## src/rtl/wash_pkg.sv

```systemverilog
// Shared encodings for the wash panel controller.
// Machine/panel state enums, button indices, default prices.
package wash_pkg;

   localparam int MS_W = 3;

   typedef enum logic [2:0] {
      M_IDLE     = 3'd0,
      M_FILLING  = 3'd1,
      M_WASHING  = 3'd2,
      M_RINSING  = 3'd3,
      M_SPINNING = 3'd4
   } m_state_e;

   typedef enum logic [1:0] {
      P_IDLE,
      P_REQUEST,
      P_RUNNING,
      P_DONE
   } p_state_e;

   localparam int WASH_PRICE_D   = 2;
   localparam int DOUBLE_PRICE_D = 3;

   localparam int B_COIN   = 4;
   localparam int B_START  = 3;
   localparam int B_DBL    = 2;
   localparam int B_PAUSE  = 1;
   localparam int B_CANCEL = 0;

endpackage

```

## src/rtl/wash_panel_ctrl_if.sv

```systemverilog
// Panel <-> machine controller link.
// master: panel drives coin/double_wash/pause, reads state/done.
interface wash_panel_ctrl_if;
   import wash_pkg::*;

   logic            coin;
   logic            double_wash;
   logic            pause;
   logic [MS_W-1:0] current_state;
   logic            wash_done;

   modport master (
      output coin, double_wash, pause,
      input  current_state, wash_done
   );

   modport slave (
      input  coin, double_wash, pause,
      output current_state, wash_done
   );

endinterface

```

## src/rtl/panel_debounce.sv

```systemverilog
// Button conditioner: 2-FF sync, stable counter, press pulse.
// Ports: clk, rst_n, i_raw (button), o_press (1-cycle pulse).
module panel_debounce #(
   parameter int DEBOUNCE_CYCLES = 16
) (
   input  logic clk,
   input  logic rst_n,
   input  logic i_raw,
   output logic o_press
);

   localparam int CW = $clog2(DEBOUNCE_CYCLES + 1);

   logic          r_s1;
   logic          r_s2;
   logic [CW-1:0] r_cnt;

   // r_cnt counts earlier high cycles and parks at the limit,
   // so a held button fires once until the level drops.
   always_ff @(posedge clk or negedge rst_n) begin
      if (!rst_n) begin
         r_s1  <= 1'b0;
         r_s2  <= 1'b0;
         r_cnt <= '0;
      end else begin
         r_s1 <= i_raw;
         r_s2 <= r_s1;
         if (!r_s2)
            r_cnt <= '0;
         else if (r_cnt != CW'(DEBOUNCE_CYCLES))
            r_cnt <= r_cnt + 1'b1;
      end
   end

   assign o_press = r_s2 &&
                    (r_cnt == CW'(DEBOUNCE_CYCLES - 1));

endmodule

```

## src/rtl/wash_panel_ctrl.sv

```systemverilog
// Washing-machine front panel: buttons, credit, request FSM.
// Ports: clk, reset (async low), *_btn_raw, mif (machine link),
//        credit, refund_pulse/amount, state_leds, busy_led,
//        done_buzzer. All outputs registered.
module wash_panel_ctrl
   import wash_pkg::*;
#(
   parameter int DEBOUNCE_CYCLES = 16,
   parameter int WASH_PRICE      = WASH_PRICE_D,
   parameter int DOUBLE_PRICE    = DOUBLE_PRICE_D,
   parameter int CREDIT_W        = 4,
   parameter int REQ_TIMEOUT     = 64,
   parameter int BUZZ_CYCLES     = 8
) (
   input  logic                clk,
   input  logic                reset,
   input  logic                coin_btn_raw,
   input  logic                start_btn_raw,
   input  logic                double_btn_raw,
   input  logic                pause_btn_raw,
   input  logic                cancel_btn_raw,
   wash_panel_ctrl_if.master   mif,
   output logic [CREDIT_W-1:0] credit,
   output logic                refund_pulse,
   output logic [CREDIT_W-1:0] refund_amount,
   output logic [4:0]          state_leds,
   output logic                busy_led,
   output logic                done_buzzer
);

   localparam int TMAX  = (REQ_TIMEOUT > BUZZ_CYCLES) ?
                          REQ_TIMEOUT : BUZZ_CYCLES;
   localparam int TMR_W = $clog2(TMAX) + 1;
   localparam int BW    = CREDIT_W + 2;
   localparam logic [CREDIT_W-1:0] C_MAX = '1;

   logic [4:0] w_raw;
   logic [4:0] w_press;

   assign w_raw = {coin_btn_raw, start_btn_raw,
                   double_btn_raw, pause_btn_raw,
                   cancel_btn_raw};

   for (genvar g = 0; g < 5; g++) begin : g_db
      panel_debounce #(
         .DEBOUNCE_CYCLES(DEBOUNCE_CYCLES)
      ) u_db (
         .clk    (clk),
         .rst_n  (reset),
         .i_raw  (w_raw[g]),
         .o_press(w_press[g])
      );
   end

   p_state_e            r_pst, w_npst;
   logic [CREDIT_W-1:0] r_credit, w_ncredit;
   logic                r_ref, w_nref;
   logic [CREDIT_W-1:0] r_ramt, w_nramt;
   logic                r_coin, w_ncoin;
   logic                r_dbl, w_ndbl;
   logic                r_pause, w_npause;
   logic                r_buzz, w_nbuzz;
   logic                r_busy, w_nbusy;
   logic [4:0]          r_leds, w_leds;
   logic [TMR_W-1:0]    r_tmr, w_ntmr;

   logic [CREDIT_W-1:0] w_price;
   logic                w_coin_full;
   logic [CREDIT_W-1:0] w_cred;
   logic [BW-1:0]       w_back;

   always_comb begin
      w_price     = r_dbl ? CREDIT_W'(DOUBLE_PRICE)
                          : CREDIT_W'(WASH_PRICE);
      w_coin_full = w_press[B_COIN] && (r_credit == C_MAX);
      // credit with this cycle's coin already applied
      w_cred      = r_credit +
                    CREDIT_W'(w_press[B_COIN] && !w_coin_full);
      // price handed back on timeout, before saturation
      w_back      = BW'(r_credit) + BW'(w_press[B_COIN]) +
                    BW'(w_price);

      w_npst    = r_pst;
      w_ncredit = w_cred;
      w_nref    = w_coin_full;
      w_nramt   = w_coin_full ? CREDIT_W'(1) : '0;
      w_ncoin   = r_coin;
      w_ndbl    = r_dbl;
      w_npause  = r_pause;
      w_nbuzz   = r_buzz;
      w_ntmr    = r_tmr + 1'b1;

      unique case (r_pst)
         P_IDLE: begin
            w_ntmr = '0;
            if (w_press[B_CANCEL]) begin
               if (w_cred != '0) begin
                  w_nref    = 1'b1;
                  w_nramt   = w_cred;
                  w_ncredit = '0;
               end
            end else if (w_press[B_START] &&
                         (w_cred >= w_price)) begin
               w_ncredit = w_cred - w_price;
               w_ncoin   = 1'b1;
               w_npst    = P_REQUEST;
            end else if (w_press[B_DBL]) begin
               w_ndbl = !r_dbl;
            end
         end
         P_REQUEST: begin
            if (mif.current_state != M_IDLE) begin
               w_ncoin = 1'b0;
               w_ntmr  = '0;
               w_npst  = P_RUNNING;
            end else if (r_tmr == TMR_W'(REQ_TIMEOUT - 1)) begin
               w_ncoin = 1'b0;
               w_ntmr  = '0;
               w_npst  = P_IDLE;
               if (w_back > BW'(C_MAX)) begin
                  w_ncredit = C_MAX;
                  w_nref    = 1'b1;
                  w_nramt   = CREDIT_W'(w_back - BW'(C_MAX));
               end else begin
                  w_ncredit = CREDIT_W'(w_back);
                  w_nref    = 1'b0;
                  w_nramt   = '0;
               end
            end
         end
         P_RUNNING: begin
            w_ntmr = '0;
            if (mif.current_state != M_SPINNING)
               w_npause = 1'b0;
            else if (w_press[B_PAUSE])
               w_npause = !r_pause;
            if (mif.wash_done ||
                (mif.current_state == M_IDLE)) begin
               w_npause = 1'b0;
               w_ndbl   = 1'b0;
               w_nbuzz  = 1'b1;
               w_npst   = P_DONE;
            end
         end
         P_DONE: begin
            if (r_tmr == TMR_W'(BUZZ_CYCLES - 1)) begin
               w_nbuzz = 1'b0;
               w_ntmr  = '0;
               w_npst  = P_IDLE;
            end
         end
         default: begin
            w_npst = P_IDLE;
         end
      endcase

      w_nbusy = (w_npst == P_REQUEST) ||
                (w_npst == P_RUNNING);

      w_leds = '0;
      for (int i = 0; i < 5; i++)
         w_leds[i] = (mif.current_state == MS_W'(i));
   end

   always_ff @(posedge clk or negedge reset) begin
      if (!reset) begin
         r_pst    <= P_IDLE;
         r_credit <= '0;
         r_ref    <= 1'b0;
         r_ramt   <= '0;
         r_coin   <= 1'b0;
         r_dbl    <= 1'b0;
         r_pause  <= 1'b0;
         r_buzz   <= 1'b0;
         r_busy   <= 1'b0;
         r_leds   <= '0;
         r_tmr    <= '0;
      end else begin
         r_pst    <= w_npst;
         r_credit <= w_ncredit;
         r_ref    <= w_nref;
         r_ramt   <= w_nramt;
         r_coin   <= w_ncoin;
         r_dbl    <= w_ndbl;
         r_pause  <= w_npause;
         r_buzz   <= w_nbuzz;
         r_busy   <= w_nbusy;
         r_leds   <= w_leds;
         r_tmr    <= w_ntmr;
      end
   end

   assign mif.coin        = r_coin;
   assign mif.double_wash = r_dbl;
   assign mif.pause       = r_pause;
   assign credit          = r_credit;
   assign refund_pulse    = r_ref;
   assign refund_amount   = r_ramt;
   assign state_leds      = r_leds;
   assign busy_led        = r_busy;
   assign done_buzzer     = r_buzz;

endmodule

```

## src/flat_wrapper.sv

```systemverilog
// flat-port wrapper written by rule: the top's interface ports become plain ports
module wash_panel_ctrl_flat import wash_pkg::*;
#(
   parameter int DEBOUNCE_CYCLES = 16,
   parameter int WASH_PRICE      = WASH_PRICE_D,
   parameter int DOUBLE_PRICE    = DOUBLE_PRICE_D,
   parameter int CREDIT_W        = 4,
   parameter int REQ_TIMEOUT     = 64,
   parameter int BUZZ_CYCLES     = 8
)
  (clk, reset, coin_btn_raw, start_btn_raw, double_btn_raw, pause_btn_raw, cancel_btn_raw, credit, refund_pulse, refund_amount, state_leds, busy_led, done_buzzer, mif_coin, mif_double_wash, mif_pause, mif_current_state, mif_wash_done);
  wash_panel_ctrl_if mif_i ();
  input  logic clk;
  input  logic reset;
  input  logic coin_btn_raw;
  input  logic start_btn_raw;
  input  logic double_btn_raw;
  input  logic pause_btn_raw;
  input  logic cancel_btn_raw;
  output logic [CREDIT_W-1:0] credit;
  output logic refund_pulse;
  output logic [CREDIT_W-1:0] refund_amount;
  output logic [4:0] state_leds;
  output logic busy_led;
  output logic done_buzzer;
  output wire logic [$bits(mif_i.coin)-1:0] mif_coin;
  output wire logic [$bits(mif_i.double_wash)-1:0] mif_double_wash;
  output wire logic [$bits(mif_i.pause)-1:0] mif_pause;
  input wire logic [$bits(mif_i.current_state)-1:0] mif_current_state;
  input wire logic [$bits(mif_i.wash_done)-1:0] mif_wash_done;
  assign mif_coin = mif_i.coin;
  assign mif_double_wash = mif_i.double_wash;
  assign mif_pause = mif_i.pause;
  assign mif_i.current_state = mif_current_state;
  assign mif_i.wash_done = mif_wash_done;
  wash_panel_ctrl #(.DEBOUNCE_CYCLES(DEBOUNCE_CYCLES), .WASH_PRICE(WASH_PRICE), .DOUBLE_PRICE(DOUBLE_PRICE), .CREDIT_W(CREDIT_W), .REQ_TIMEOUT(REQ_TIMEOUT), .BUZZ_CYCLES(BUZZ_CYCLES)) u_core (.clk(clk), .reset(reset), .coin_btn_raw(coin_btn_raw), .start_btn_raw(start_btn_raw), .double_btn_raw(double_btn_raw), .pause_btn_raw(pause_btn_raw), .cancel_btn_raw(cancel_btn_raw), .mif(mif_i), .credit(credit), .refund_pulse(refund_pulse), .refund_amount(refund_amount), .state_leds(state_leds), .busy_led(busy_led), .done_buzzer(done_buzzer));
endmodule
```

## config.mk

```make
export PLATFORM = sky130hd
export DESIGN_NAME = wash_panel_ctrl_flat
export DESIGN_NICKNAME = d
export VERILOG_FILES = /design/src/rtl/wash_pkg.sv /design/src/rtl/wash_panel_ctrl_if.sv /design/src/rtl/panel_debounce.sv /design/src/rtl/wash_panel_ctrl.sv /design/src/flat_wrapper.sv
export SDC_FILE = /design/constraint.sdc
export NUM_CORES = 1
export LEC_CHECK = 0
export ABC_CLOCK_PERIOD_IN_PS = 4400
export CAP_MARGIN = 30
export CORE_MARGIN = 3
export CORE_UTILIZATION = 50
export CTS_CLUSTER_DIAMETER = 40
export DETAILED_ROUTE_END_ITERATION = 10
export GPL_TIMING_DRIVEN = 0
export PLACE_DENSITY = 0.71
export REMOVE_ABC_BUFFERS = 1
export SETUP_SLACK_MARGIN = 0.5
export SYNTH_ARGS = -nofsm -noshare
export SYNTH_HDL_FRONTEND = slang
export SYNTH_SLANG_ARGS = --single-unit
```

## constraint.sdc

```tcl
create_clock -name clk -period 4.4 [get_ports clk]
set_input_delay 0.66 -clock clk [delete_from_list [all_inputs] [get_ports clk]]
set_output_delay 0.66 -clock clk [all_outputs]
set_load 0.05 [all_outputs]
```

==> reports/results.tsv, run 1 <==
metric	value	unit
Site Rows	29	
max-cap viol count	0	
top-area cell type share of the netlist area	47.4	%
Startpoint Class	register	
Synth area leaders	dfrtp_1 47%, ha_1 8.3%, nand2_1 3.5%	
setup TNS	0	ps
CP endpoint	u_core.credit[0]	
DRT iter0 DRCs	146	
status	completed	
largest net degree at the start of global routing	64	
Crit Path Class	register to register	
Max Slew Vio Count	0	
Peak VDD IR	298	uV
crit path DAT	3720	ps
vias in the first global route	2257	
Synth Cell Area	0.00332	mm2
Die X	87.5	um
#FFs+latches synth	63	
syn avg cell area	10.1	um2
sequential cell area fraction in the yosys report	47.4	%
Worst-path clk slew	70	ps
Port-buffer cells	29	
GR Util All Layers	16.9	%
Rel. slew slack	49.1	%
Post-Syn Instances	328	
dpl cells	426	
RSZ-0062 raised after global routing	no	
ys flop type	dfrtp_1	
ANT cells	0	
clk buf depth	2	
CP Launch Point	u_core.g_db[4].u_db.r_cnt[0]	
sequential cell area	0.00158	mm2
WL per Instance	13.5	um
CORE AREA	0.00639	mm2
clock period minus final worst setup slack	3470	ps
Post-synth EDFFs	0	
worst path required time	4650	ps
layout cell share with drive strength beyond 1	7.40	%
Final Hold Fails	0	
CTS tree	built	
R2R Path End	u_core.credit[0]	
min-delay worst type	register to register	
clock sink count	63	
area of the multi-input gates	0.00162	mm2
vias per cell	5.41	
Leakage	0.00180	uW
synthesis warning total	0	
CTS Root Cell	clkbuf_8	
GRT overflow	0	
I/O Pins	30	
vias post-DR	2390	
Post-synth ARST share	100	%
pwr dens	411	mW/mm2
antenna viol nets, final	0	
Synth cell types	56	
GPL Wtd Cong	0.859	
post-CTS setup buffer count	0	
fin cells	442	
Final setup viols	0	
min-delay src	u_core.g_db[3].u_db.r_s1	
minimum hold slack	348	ps
initial antenna violation count	0	
Initial Utilization	52.1	%
total CTS buffers	9	
DRC	0	
Final #Nets	394	
Max Clock Freq	0.288	GHz
P&R area growth vs syn	17.4	%
Synth area leader	dfrtp_1	
Tcrit/Tclk final	78.9	%
Final Skew	10.6	ps
clock latency at the later pin of the worst-skew pair	340	ps
Die Area	0.00766	mm2
first-pass GRT wire length	10.2	mm
R2R setup slack	930	ps
Layout fillers	539	
r2r worst-path depth	12	
die height	87.5	um
final wirelength	5.95	mm
HPWL after DPL	4.31	mm
reg-to-reg startpoint	u_core.g_db[4].u_db.r_cnt[0]	
Pre-Repair DR Iteration Count	4	
H-tree depth	3	
measured slew at the worst slew-check pin	764	ps
Crit. End Element	register	
Max FO, Critical Path	8	
overall power	1610	uW
-- synthesized netlist by cell type, drive strengths merged (2+ instances only) --
library cell	count
dfrtp	63
nand2	31
inv	27
ha	22
and3	16
nor2	15
nand3	14
a21oi	13
xnor2	12
o21ai	11
a21boi	10
and2	9
xor2	8
nor3	7
clkbuf	6
nand2b	5
nor4	4
or3	4
nor3b	3
nor4b	3
o31ai	3
a211o	2
a211oi	2
a22o	2
a22oi	2
a32oi	2
and3b	2
and4	2
buf	2
mux2	2
or2	2
or4	2
or4b	2
-- layout by cell type (no fill, tap or decap), types with 2 or more instances in the layout --
cell type,synthesis,layout
dfrtp_1,63,63
nand2_1,31,31
clkdlybuf4s50_1,0,28
inv_1,27,27
ha_1,22,22
and3_1,16,16
nor2_1,15,15
nand3_1,14,14
a21oi_1,13,13
xnor2_1,12,12
o21ai_0,10,10
a21boi_0,10,10
clkbuf_8,0,10
and2_1,9,9
xor2_1,8,7
nor3_1,7,7
nand2b_1,5,5
or3_1,4,4
nor4_1,4,4
nor4b_1,3,3
o31ai_1,3,3
nor3b_1,3,3
or2_2,2,2
a32oi_1,2,2
and4_1,2,2
mux2_2,2,2
a22oi_1,2,2
a211o_1,2,2
a22o_1,2,2
or4b_2,2,2
bufinv_16,0,2
-- per-stage QoR --
step	setup WS (ps)	area (um2)	utilization [%]
after floorplan	1300	3290	-
after global placement	618	3670	57.5
after detailed placement	805	3670	57.5
after CTS	752	3890	61.0
after global routing	633	3900	61.1
final	929	3900	61.1
-- layer usage --
layer  up-vias  track usage, %  part of all wire, %
met3         8            3.86                  3.2
met4         0            5.86                  1.2
met2        36            27.0                   47
li1       1212               -                    -
met5         -               0                    0
met1      1134            22.9                   49
-- final cells by class --
cell class	instances	share of cell area, %
timing repair buffer	29	7.37
multi-input combinational	230	41.5
tap	77	2.47
inverter	27	2.60
sequential	63	40.4
clock inverter	5	2.08
clock buffer	11	3.62
-- report_power, final --
part | internal, uW | switching (uW) | total (uW) | leakage [uW]
Clock | 335 | 221 | 556 | 0.000110
Combinational | 133 | 207 | 340 | 0.000890
Sequential | 637 | 73.3 | 710 | 0.000804
-- critical path, cell delays in order, from the launching register on --
cell and delay [ps]:
dfrtp_1 420, ha_1 200, and3_1 180, ha_1 150, nand2_1 100, a41oi_1 240
ha_1 400, xor2_2 320, ha_1 280, a211oi_1 80, a211oi_2 460, mux2_2 390
o21ai_0 170
-- state kept, by name (all words and copies together) (netlist names) --
register and cells:
u_core.busy_led 1, u_core.mif.coin 1, u_core.g_db.u_db.r_s2 5, u_core.done_buzzer 1
u_core.mif.double_wash 1, u_core.r_pst 2, u_core.refund_amount 4, u_core.g_db.u_db.r_s1 5
u_core.credit 4, u_core.state_leds 5, u_core.g_db.u_db.r_cnt 25, u_core.refund_pulse 1
u_core.mif.pause 1, u_core.r_tmr 7
-- what timing repair did --
item                                    in CTS  in global routing
endpoints found under the setup margin       0                  1
gates resized for setup                      0                  1
hold buffers                                 0                  0
-- worst min path at each step --
stage | slack (ps) | to | cells after the start
5_1_grt | 360 | u_core.g_db[2].u_db.r_s2 | 0
3_5_place_dp | 330 | u_core.g_db[3].u_db.r_s2 | 0
2_1_floorplan | 330 | u_core.g_db[0].u_db.r_s2 | 0
4_1_cts | 350 | u_core.g_db[3].u_db.r_s2 | 0
3_3_place_gp | 330 | u_core.g_db[0].u_db.r_s2 | 0
6_report | 350 | u_core.g_db[3].u_db.r_s2 | 0
-- cell families after synthesis --
| kind of cell | share of synthesized area [%] |
|---|---|
| compound gates | 12.8 |
| xor+xnor | 5.27 |
| fa+ha+maj | 8.88 |
| buf+inv | 4.14 |
| flops | 47.4 |
| mux | 0.979 |
| simple gates | 20.5 |
(Power assumes the default switching activity.)
==> inputs of run 2 (changes only) <==
--- a/config.mk
+++ b/config.mk
@@ -5,14 +5,14 @@
 export SDC_FILE = /design/constraint.sdc
 export NUM_CORES = 1
 export LEC_CHECK = 0
-export ABC_CLOCK_PERIOD_IN_PS = 4400
+export ABC_CLOCK_PERIOD_IN_PS = 2900
 export CAP_MARGIN = 30
 export CORE_MARGIN = 3
 export CORE_UTILIZATION = 50
 export CTS_CLUSTER_DIAMETER = 40
 export DETAILED_ROUTE_END_ITERATION = 10
 export GPL_TIMING_DRIVEN = 0
-export PLACE_DENSITY = 0.71
+export PLACE_DENSITY = 0.74
 export REMOVE_ABC_BUFFERS = 1
 export SETUP_SLACK_MARGIN = 0.5
 export SYNTH_ARGS = -nofsm -noshare
==> constraint.sdc (replaced) <==
create_clock -name clk -period 2.9 [get_ports clk]
set_input_delay 0.435 -clock clk [delete_from_list [all_inputs] [get_ports clk]]
set_output_delay 0.435 -clock clk [all_outputs]
set_load 0.05 [all_outputs]
==> run 2 against run 1 <==
Non-clock buffer count grew 14. Setup slack lost 1000 ps. Highest routed layer unchanged. Cell area grew 7.0%. Global-route usage grew 1.5 points. Flip-flop and latch count is the same. Sequential power grew 55%. Largest power group unchanged. Via count grew 6.3%. The flow now finishes with violations (setup timing).
==> reports/results.tsv, run 2 (synthesis gave the netlist of run 1 again) <==
metric	value	unit
status	complete, but fails checks	
failing checks	setup timing	
ANT cells	0	
Critical path buffers and inverters	1	
die height	87.5	um
pwr dens	585	mW/mm2
CTS tree	built	
Startpoint Class	register	
clock latency at the later pin of the worst-skew pair	340	ps
Port-buffer cells	29	
CTS Hold Buffers Added	0	
crit-path cells	ha_2 -> and3_4 -> ha_4 -> nand2_4 -> a41oi_4 -> ha_4 -> inv_2 -> ha_4 -> nand2b_1 -> a32o_2 -> a211oi_4 -> mux2_4 -> o21ai_2	
Final setup viols	6	
WL per Instance	14.9	um
vias post-DR	2540	
r2r worst-path depth	13	
Tcrit/Tclk final	103	%
clock period minus final worst setup slack	2980	ps
Biggest register	u_core.g_db.u_db.r_cnt	
vias per cell	5.57	
slowest stage cell on the critical path	a211oi_4	
GRT overflow	0	
Layout fillers	520	
R2R setup slack	-80	ps
Worst path top cell family by delay	adder cells	
sequential cell area	0.00158	mm2
fin cells	456	
Max FO, Critical Path	7	
initial antenna violation count	0	
Final Skew	6.68	ps
clock sink count	63	
max-cap viol count	0	
Final Hold Fails	0	
CP peak stage delay	400	ps
Site Rows	29	
biggest regs	u_core.g_db.u_db.r_cnt (25), u_core.r_tmr (7)	
RSZ-0062 raised after global routing	yes	
R2R Path End	u_core.credit[0]	
Max Slew Vio Count	0	
final wirelength	6.78	mm
Final #Nets	408	
Leakage	0.00189	uW
placed inst area	0.00367	mm2
measured slew at the worst slew-check pin	787	ps
most used cell, CP	ha_4	
overall power	2440	uW
dpl cells	426	
Crit Path Class	register to register	
first-pass GRT wire length	11.0	mm
antenna viol nets, final	0	
GPL Wtd Cong	0.842	
Worst-path clk slew	60	ps
worst path required time	3160	ps
max reg flops	25	
Peak VDD IR	373	uV
minimum hold slack	170	ps
Pre-Repair DR Iteration Count	5	
min-delay worst type	primary input to async pin	
Die Area	0.00766	mm2
Rel. slew slack	47.5	%
setup TNS	-343	ps
largest net degree at the start of global routing	64	
P&R area growth vs syn	25.6	%
reg-to-reg startpoint	u_core.g_db[4].u_db.r_cnt[0]	
Die X	87.5	um
CORE AREA	0.00639	mm2
I/O Pins	30	
vias in the first global route	2425	
clk buf depth	2	
layout cell share with drive strength beyond 1	16.4	%
crit path DAT	3240	ps
most common cell after layout, fill and taps aside	dfrtp_1	
Initial Utilization	52.1	%
DRC	0	
cell area after layout	0.00418	mm2
area of the multi-input gates	0.00180	mm2
CTS Root Cell	clkbuf_8	
HPWL after DPL	4.40	mm
Max Clock Freq	0.336	GHz
Setup WS post-layout	-80.5	ps
Crit. End Element	register	
total CTS buffers	9	
GR Util All Layers	18.4	%
commonest non-fill, non-tap cells in the layout	63 x dfrtp_1, 28 x nand2_1, 27 x clkdlybuf4s50_1, 26 x inv_1	
DRT iter0 DRCs	139	
H-tree depth	3	
## run 2: routing by layer
metal  up-vias  global-route usage, %  share of wire, %
met5         -                      0                 0
met4         0                   5.44               1.1
met3         9                   6.49               5.3
met2        70                   30.0                50
met1      1228                   23.2                44
li1       1233                      -                 -
## run 2: power by group
group | total (uW) | switching [uW] | internal (uW) | leakage (uW)
Combinational | 610 | 359 | 251 | 0.000982
Sequential | 1100 | 129 | 967 | 0.000804
Clock | 736 | 320 | 416 | 0.000100
Total | 2440 | 808 | 1630 | 0.00189
## run 2: through the flow
step / setup WS (ps) / util, %
floorplan: -201 / -
global placement: -653 / 57.5
detailed placement: -626 / 57.5
CTS: -82.3 / 63.5
global route: -196 / 65.4
finish: -80.5 / 65.4
## run 2: layout make-up
class / instances / area share (%)
timing repair buffer: 43 / 9.83
clock inverter: 4 / 1.08
tap: 77 / 2.31
multi-input combinational: 230 / 43.1
inverter: 27 / 2.43
sequential: 63 / 37.7
clock buffer: 12 / 3.48
## run 2: worst reg2reg max path, stage by stage, from the launching register on
cell,delay [ps]
dfrtp_1,390
ha_2,190
and3_4,180
ha_4,160
nand2_4,80
a41oi_4,50
ha_4,330
inv_2,40
ha_4,260
nand2b_1,60
a32o_2,290
a211oi_4,400
mux2_4,350
o21ai_2,120
## run 2: worst max-delay path by stage
stage | from | endpoint | depth (start not counted)
2_1_floorplan | u_core.g_db[4].u_db.r_cnt[0] | u_core.credit[0] | 13
3_3_place_gp | reset | u_core.g_db[3].u_db.r_s1 | 1
3_5_place_dp | u_core.g_db[4].u_db.r_cnt[0] | u_core.credit[0] | 12
4_1_cts | u_core.g_db[4].u_db.r_cnt[1] | u_core.credit[0] | 13
5_1_grt | u_core.g_db[4].u_db.r_cnt[0] | u_core.r_pst[0] | 15
6_report | u_core.g_db[4].u_db.r_cnt[0] | u_core.credit[0] | 13
## run 2: repair_timing
item,4_1_cts,5_1_grt
pin swaps,13,14
gates resized for setup,27,16
endpoints found under the setup margin,12,13
setup buffers,9,5
